**src/rtl/seri_alici.sv**
```systemverilog
// Serial frame receiver that deserializes one start/data/stop frame into two W-bit operands.
// Optional even-parity bit after the data bits is enabled by defining SERI_ALICI_PARITY_EN.
module seri_alici #(
  parameter int W            = 3,
  parameter int CLKS_PER_BIT = 1
) (
  input  logic         clk,
  input  logic         rst_n,
  input  logic         rx,
  output logic [W-1:0] operand_a,
  output logic [W-1:0] operand_b,
  output logic         sayi_valid,
  input  logic         sayi_ready,
  output logic         frame_err,
  output logic         overrun
);

  localparam int CW = (CLKS_PER_BIT > 1) ? $clog2(CLKS_PER_BIT) : 1;
  localparam int BW = $clog2(2*W) + 1;
  localparam logic [CW-1:0] MID      = CW'((CLKS_PER_BIT-1)/2);
  localparam logic [CW-1:0] LAST     = CW'(CLKS_PER_BIT-1);
  localparam logic [BW-1:0] NBITS_M1 = BW'(2*W-1);

`ifdef SERI_ALICI_PARITY_EN
  typedef enum logic [2:0] {IDLE, START, DATA, PARITY, STOP, BREAK} state_t;
`else
  typedef enum logic [2:0] {IDLE, START, DATA, STOP, BREAK} state_t;
`endif

  state_t           state_q, state_d;
  logic [CW-1:0]    cnt_q, cnt_d;
  logic [BW-1:0]    bit_q, bit_d;
  logic [2*W-1:0]   sr_q, sr_d;
  logic [W-1:0]     a_q, a_d, b_q, b_d;
  logic             valid_q, valid_d;
  logic             ferr_q, ferr_d;
  logic             ovr_q, ovr_d;
  logic             good, tick, accept;
`ifdef SERI_ALICI_PARITY_EN
  logic             par_err_q, par_err_d;
`endif

  always_comb begin
    state_d = state_q;
    cnt_d   = cnt_q;
    bit_d   = bit_q;
    sr_d    = sr_q;
    a_d     = a_q;
    b_d     = b_q;
    valid_d = valid_q;
    ferr_d  = 1'b0;
    ovr_d   = 1'b0;
    good    = 1'b0;
`ifdef SERI_ALICI_PARITY_EN
    par_err_d = par_err_q;
`endif
    tick   = (cnt_q == LAST);
    accept = valid_q & sayi_ready;
    if (accept) valid_d = 1'b0;

    case (state_q)
      IDLE: begin
        bit_d = '0;
        if (!rx) begin
          // With a mid-bit index of 0 the detection cycle itself is the confirm sample.
          cnt_d = '0;
          if (MID == '0) state_d = DATA;
          else begin
            state_d = START;
            cnt_d   = CW'(1);
          end
        end
      end
      START: begin
        if (cnt_q == MID) begin
          cnt_d   = '0;
          state_d = rx ? IDLE : DATA;
        end else cnt_d = cnt_q + CW'(1);
      end
      DATA: begin
        if (tick) begin
          cnt_d = '0;
          sr_d  = {rx, sr_q[2*W-1:1]};
          if (bit_q == NBITS_M1) begin
            bit_d = '0;
`ifdef SERI_ALICI_PARITY_EN
            state_d = PARITY;
`else
            state_d = STOP;
`endif
          end else bit_d = bit_q + BW'(1);
        end else cnt_d = cnt_q + CW'(1);
      end
`ifdef SERI_ALICI_PARITY_EN
      PARITY: begin
        if (tick) begin
          cnt_d     = '0;
          par_err_d = (^sr_q) ^ rx;
          state_d   = STOP;
        end else cnt_d = cnt_q + CW'(1);
      end
`endif
      STOP: begin
        if (tick) begin
          cnt_d = '0;
          if (!rx) begin
            ferr_d  = 1'b1;
            state_d = BREAK;
          end else begin
            state_d = IDLE;
`ifdef SERI_ALICI_PARITY_EN
            if (par_err_q) ferr_d = 1'b1;
            else           good   = 1'b1;
`else
            good = 1'b1;
`endif
          end
        end else cnt_d = cnt_q + CW'(1);
      end
      BREAK:   if (rx) state_d = IDLE;
      default: state_d = IDLE;
    endcase

    // An accept in the same cycle frees the holding register for the new frame.
    if (good) begin
      if (!valid_q || accept) begin
        a_d     = sr_q[W-1:0];
        b_d     = sr_q[2*W-1:W];
        valid_d = 1'b1;
      end else ovr_d = 1'b1;
    end
  end

  always_ff @(posedge clk or negedge rst_n) begin
    if (!rst_n) begin
      state_q <= IDLE;
      cnt_q   <= '0;
      bit_q   <= '0;
      sr_q    <= '0;
      a_q     <= '0;
      b_q     <= '0;
      valid_q <= 1'b0;
      ferr_q  <= 1'b0;
      ovr_q   <= 1'b0;
`ifdef SERI_ALICI_PARITY_EN
      par_err_q <= 1'b0;
`endif
    end else begin
      state_q <= state_d;
      cnt_q   <= cnt_d;
      bit_q   <= bit_d;
      sr_q    <= sr_d;
      a_q     <= a_d;
      b_q     <= b_d;
      valid_q <= valid_d;
      ferr_q  <= ferr_d;
      ovr_q   <= ovr_d;
`ifdef SERI_ALICI_PARITY_EN
      par_err_q <= par_err_d;
`endif
    end
  end

  assign operand_a  = a_q;
  assign operand_b  = b_q;
  assign sayi_valid = valid_q;
  assign frame_err  = ferr_q;
  assign overrun    = ovr_q;

endmodule
```
**config.mk**
```make
export PLATFORM = sky130hd
export DESIGN_NAME = seri_alici
export DESIGN_NICKNAME = d
export VERILOG_FILES = /design/src/rtl/seri_alici.sv
export SDC_FILE = /design/constraint.sdc
export NUM_CORES = 1
export LEC_CHECK = 0
export ABC_AREA = 0
export BUFFER_PORTS_ARGS = -buffer_cell sky130_fd_sc_hd__buf_4
export CAP_MARGIN = 5
export CELL_PAD_IN_SITES_DETAIL_PLACEMENT = 1
export CELL_PAD_IN_SITES_GLOBAL_PLACEMENT = 1
export CORE_MARGIN = 4
export CORE_UTILIZATION = 44
export DETAILED_ROUTE_END_ITERATION = 10
export PLACE_DENSITY = 0.73
export SLEW_MARGIN = 5
export SYNTH_ARGS = -nofsm -noshare
export SYNTH_HDL_FRONTEND = slang
export SYNTH_SLANG_ARGS = --single-unit
```
**constraint.sdc**
```tcl
create_clock -name clk -period 1.96 [get_ports clk]
set_clock_uncertainty 0.1 [all_clocks]
set_input_delay 0.392 -clock clk [delete_from_list [all_inputs] [get_ports clk]]
set_output_delay 0.392 -clock clk [all_outputs]
set_load 0.1 [all_outputs]
```
== After elaboration in Yosys (flattened, before gate mapping) ==
Cells that the tools add are included.
Operators by class
  add/sub/neg operators: 2
  equal/unequal tests: 11
  multiplexer cells: 26
  bitwise logic cells: 2
  reductions and logical operators: 11
Operators with widths (count)
  $mux W3: 7
  $pmux W3 S5: 1
  $mux W1: 13
  $ne A2 B2 Y1 const B: 6
  $mux W4: 2
  $pmux W4 S2: 1
  $reduce_and A2 Y1: 4
  $eq A3 B2 Y1 const B: 2
  $reduce_and A6 Y1: 1
  $add A4 B1 Y4 const B: 1
  $eq A4 B3 Y1 const B: 1
  $reduce_bool A2 Y1: 2
  $eq A3 B1 Y1 const B: 1
  $eq A3 B3 Y1 const B: 1
  $logic_not A3 Y1: 1
  $reduce_or A3 Y1: 1
  $mux W2: 1
  $pmux W1 S2: 1
  $add A1 B1 Y1 const B: 1
  $and A1 B1 Y1: 1
  $logic_not A1 Y1: 1
  $logic_or A1 B1 Y1: 1
  $not A1 Y1: 1
Word-level totals
  flip-flop bits (word level): 23
  input port bits: 4
  output and inout port bits: 9
  logic and storage cells: 61

== Longest topological paths before layout ==
  depth in word-level cells: 4
  gate-level depth with buffers: 5
  depth with buffers taken out: 5

== Worst setup path before layout ==
OpenSTA, ideal clock, no wires.
  path type: flip-flop to flip-flop
  from: register valid_q (netlist: sayi_valid)
  to: register a_q[0] (netlist: operand_a[0])
  library setup time: 0.125 ns
  arrival time: 1.637 ns
  data required time: 1.735 ns
  setup slack: 0.097 ns
  stages on the path, launching flop included: 5
  path buffers: 1
  period minus slack after synthesis: 1.863 ns
  cell sequence: dfrtp_1 nand2b_1 nor2b_1 buf_2 mux2_2
Between the ends
  word-level cells in the longest chain between the ends: 3
  elaborated cells on any way between the ends: 4
  those cells by class: bitwise: 1; reduce/logical: 3
RTL lines
  from (decl): RTL line 35  | logic valid_q, valid_d;
  from (signal assigned): RTL line 155  | valid_q <= valid_d;
  $and A1 B1 Y1 / $logic_not A1 Y1 (equally long branches): RTL line 58, 126
  $logic_or A1 B1 Y1 (*): RTL line 126  | if (!valid_q || accept) begin
  $reduce_and A2 Y1 (no source line) (*)
  to (signal assigned): RTL line 140  | a_q <= '0;
  to (signal assigned): RTL line 153  | a_q <= a_d;
  to (decl): RTL line 34  | logic [W-1:0] a_q, a_d, b_q, b_d;
Mark *: on every way between the ends. The rest lies on a longest branch, timed or not.
A chain may end at the register's enable or synchronous reset.

== Final worst setup path ==
  from: register state_q[0]
  to: register bit_q[3]
Between the ends
  word-level cells in the longest chain between the ends: 3
  elaborated cells on any way between the ends: 6
  those cells by class: eq/ne: 2; mux: 1; reduce/logical: 3
RTL lines
  from (decl): RTL line 30  | state_t state_q, state_d;
  from (signal assigned): RTL line 149  | state_q <= state_d;
  $eq A3 B2 Y1 / $logic_not A3 Y1 (equally long branches): RTL line 61  | case (state_q)
  $ne A2 B2 Y1 (no source line) / $reduce_bool A2 Y1 (equally long branches)
  $reduce_and A2 Y1 (no source line)
  to (signal assigned): RTL line 151  | bit_q <= bit_d;
  to (decl): RTL line 32  | logic [BW-1:0] bit_q, bit_d;
Several ways; a longest one is shown, not always the timed one.

==> reports/results.ini <==
[min_path]
min_to=state_q[2]$_DFFE_PN0P_
hold_path_class=in2reg
min-delay-start=rx
hold_depth=2

[yosys]
ys_warn_count=0
synthCells=70
synthesis.area_sq_um=925
syn_avg_cell_area_sq_um=13.2
synthesis.nets=76
synth.distinct_cells=25
seq_area_frac_synth_pct=59.5
ys_ff_latch=22

[floorplanning]
io_pins=13
rows=16
die_area_sq_um=2900
coreArea_sq_um=1980
start_util_pct=46.7
dieWidth_um=53.8
fp.dieH_um=53.8

[setup_path]
path_delay_family=simple AND/OR/NAND/NOR gates
critPathMaxFanout=7
path_class=reg2reg
crit_path_end_kind=register
critPathMaxStageDelay_ns=0.54
worstPathArrival_ns=1.71
path_cells=or3b_1 > nor4b_2 > a211o_2
start_kind=register
rrSetupSlack_ns=0.39
ff2ff_path_depth=3
cpMaxStageDelayCell=or3b_1
reg2reg_to=bit_q[3]$_DFFE_PN0P_
crit_buf_inv=0
cp.required_ns=2.10
worst_r2r_startpoint=state_q[0]$_DFFE_PN0P_

[detailed_routing]
avgRoutedWirePerCell_um=14.5
via_per_inst=5.11
vias=572
drt_wl_total_um=1620
ant_nets=0
drc_errors=0
firstDrtPassIters=3
drt-initial-drc-count=4

[clock_tree]
cts_max_path_buffers=2
numCtsBuffers=3
htreeDepth=1
cts_setup_buffers=0
cts_resized=0
cts_tree=yes
cts.sinks=22
clkLatencyLatePin_ns=0.30
root_buffer=clkbuf_4
clk_pin_slew_ns=0.11

[placement]
dp_hpwl_um=1210
io_buffers=12
gp_congestion=0.669

[global_route]
grt_pass1_vias=638
antenna_found_initial=0
grt_pass1_wl_um=2820
grt_max_degree=23
grt_usage_pct=14.0
grt_overflow=0

[timing]
slew_viol_final=0
fin_crit_ns=1.57
hold_viol_final=0
max_freq_mhz=637
rsz0062_at_grt=no
worst_pin_slew_ns=0.376
finalSetupViolCount=0
setup_tns_ns=0
relSlewSlack_pct=74.9
min_period_over_period_pct=80.0

[status]
status=finished clean

[layout]
nNetsFinal=93
insertedDiodeCount=0
drive_gt1_share_pct=37.6
most-common-layout-cells=22 x dfrtp_1, 13 x buf_4, 12 x mux2_2
layout_commonest_cell=dfrtp_1
area_growth_pct=16.0

[flow_run]
maxCapViolCount=0

[metal layers]
metal  share of wire, %  GRT usage, %
met1                 46          15.8
met3                4.6          6.09
met4               0.62          3.83
met5                  0             0
met2                 49          24.0
[stage by stage]
step	hold WS (ns)	std cells	setup WS [ns]	utilization, %	instance area, sq um
after floorplan	-0.00359	70	0.0970	-	925
after global placement	0.198	108	0.452	52.5	1040
after detailed placement	0.197	108	0.391	52.5	1040
after CTS	0.164	112	0.374	54.1	1070
after global routing	0.162	112	0.313	54.1	1070
final	0.170	112	0.391	54.1	1070
[state kept, by name, summed over array words and instances (netlist names)]
signal / flops
bit_q: 4
frame_err: 1
operand_a: 3
operand_b: 3
overrun: 1
sayi_valid: 1
sr_q: 6
state_q: 3
[repair_timing]
action | 4_1_cts | 5_1_grt
setup endpoints to repair | 0 | 0
hold buffers | 1 | 0
endpoints found under the hold margin | 22 | 0
[kinds of logic (layout without fill, tap and decap cells)]
logic type / after synthesis / in the layout / synth area share, %
AND/OR/NAND/NOR: 24 / 24 / 15.8
multiplexers: 12 / 12 / 14.6
buffers and inverters: 3 / 18 / 2.16
flip-flops: 22 / 22 / 59.5
adder cells (fa/ha/maj): 2 / 2 / 2.71
AO/OA/AOI/OAI: 7 / 7 / 5.14
[synth_stat cells, drive strengths merged]
library cell	instances	share of area (%)
a211o	1	1.1
a211oi	1	0.81
a21oi	1	0.54
a22o	1	0.95
and2b	1	0.95
and3	1	0.68
buf	2	1.8
dfrtp	22	60
ha	2	2.7
inv	1	0.41
mux2	12	15
nand2	5	2.0
nand2b	3	2.0
nand3	1	0.54
nand3b	2	1.6
nand4b	1	0.95
nor2	4	1.6
nor2b	2	1.4
nor3b	1	0.81
nor4b	1	1.6
o21ai	2	1.1
o22ai	1	0.68
or2	1	0.68
or3b	1	0.95
[area by class of cell]
cell class,instances,area (sq um)
inverters,1,3.75
multi-input cells,45,354
fillers,211,910
well taps,27,33.8
repair buffers,14,108
flip-flops and latches,22,551
clock buffers,3,22.5
[worst max-delay path by stage]
stage                           start                        to  slack [ns]  cells past startpoint
6_report       state_q[0]$_DFFE_PN0P_      bit_q[3]$_DFFE_PN0P_        0.39                      3
3_3_place_gp   state_q[0]$_DFFE_PN0P_      bit_q[3]$_DFFE_PN0P_        0.45                      3
2_1_floorplan    sayi_valid$_DFF_PN0_  operand_a[0]$_DFFE_PN0P_         0.1                      4
4_1_cts        state_q[2]$_DFFE_PN0P_  operand_a[1]$_DFFE_PN0P_        0.37                      4
3_5_place_dp   state_q[2]$_DFFE_PN0P_  operand_a[1]$_DFFE_PN0P_        0.39                      4
5_1_grt        state_q[0]$_DFFE_PN0P_      bit_q[3]$_DFFE_PN0P_        0.31                      3
Power is not shown: default switching activity piles up to over one toggle a cycle in this logic, so the estimate is an artifact.
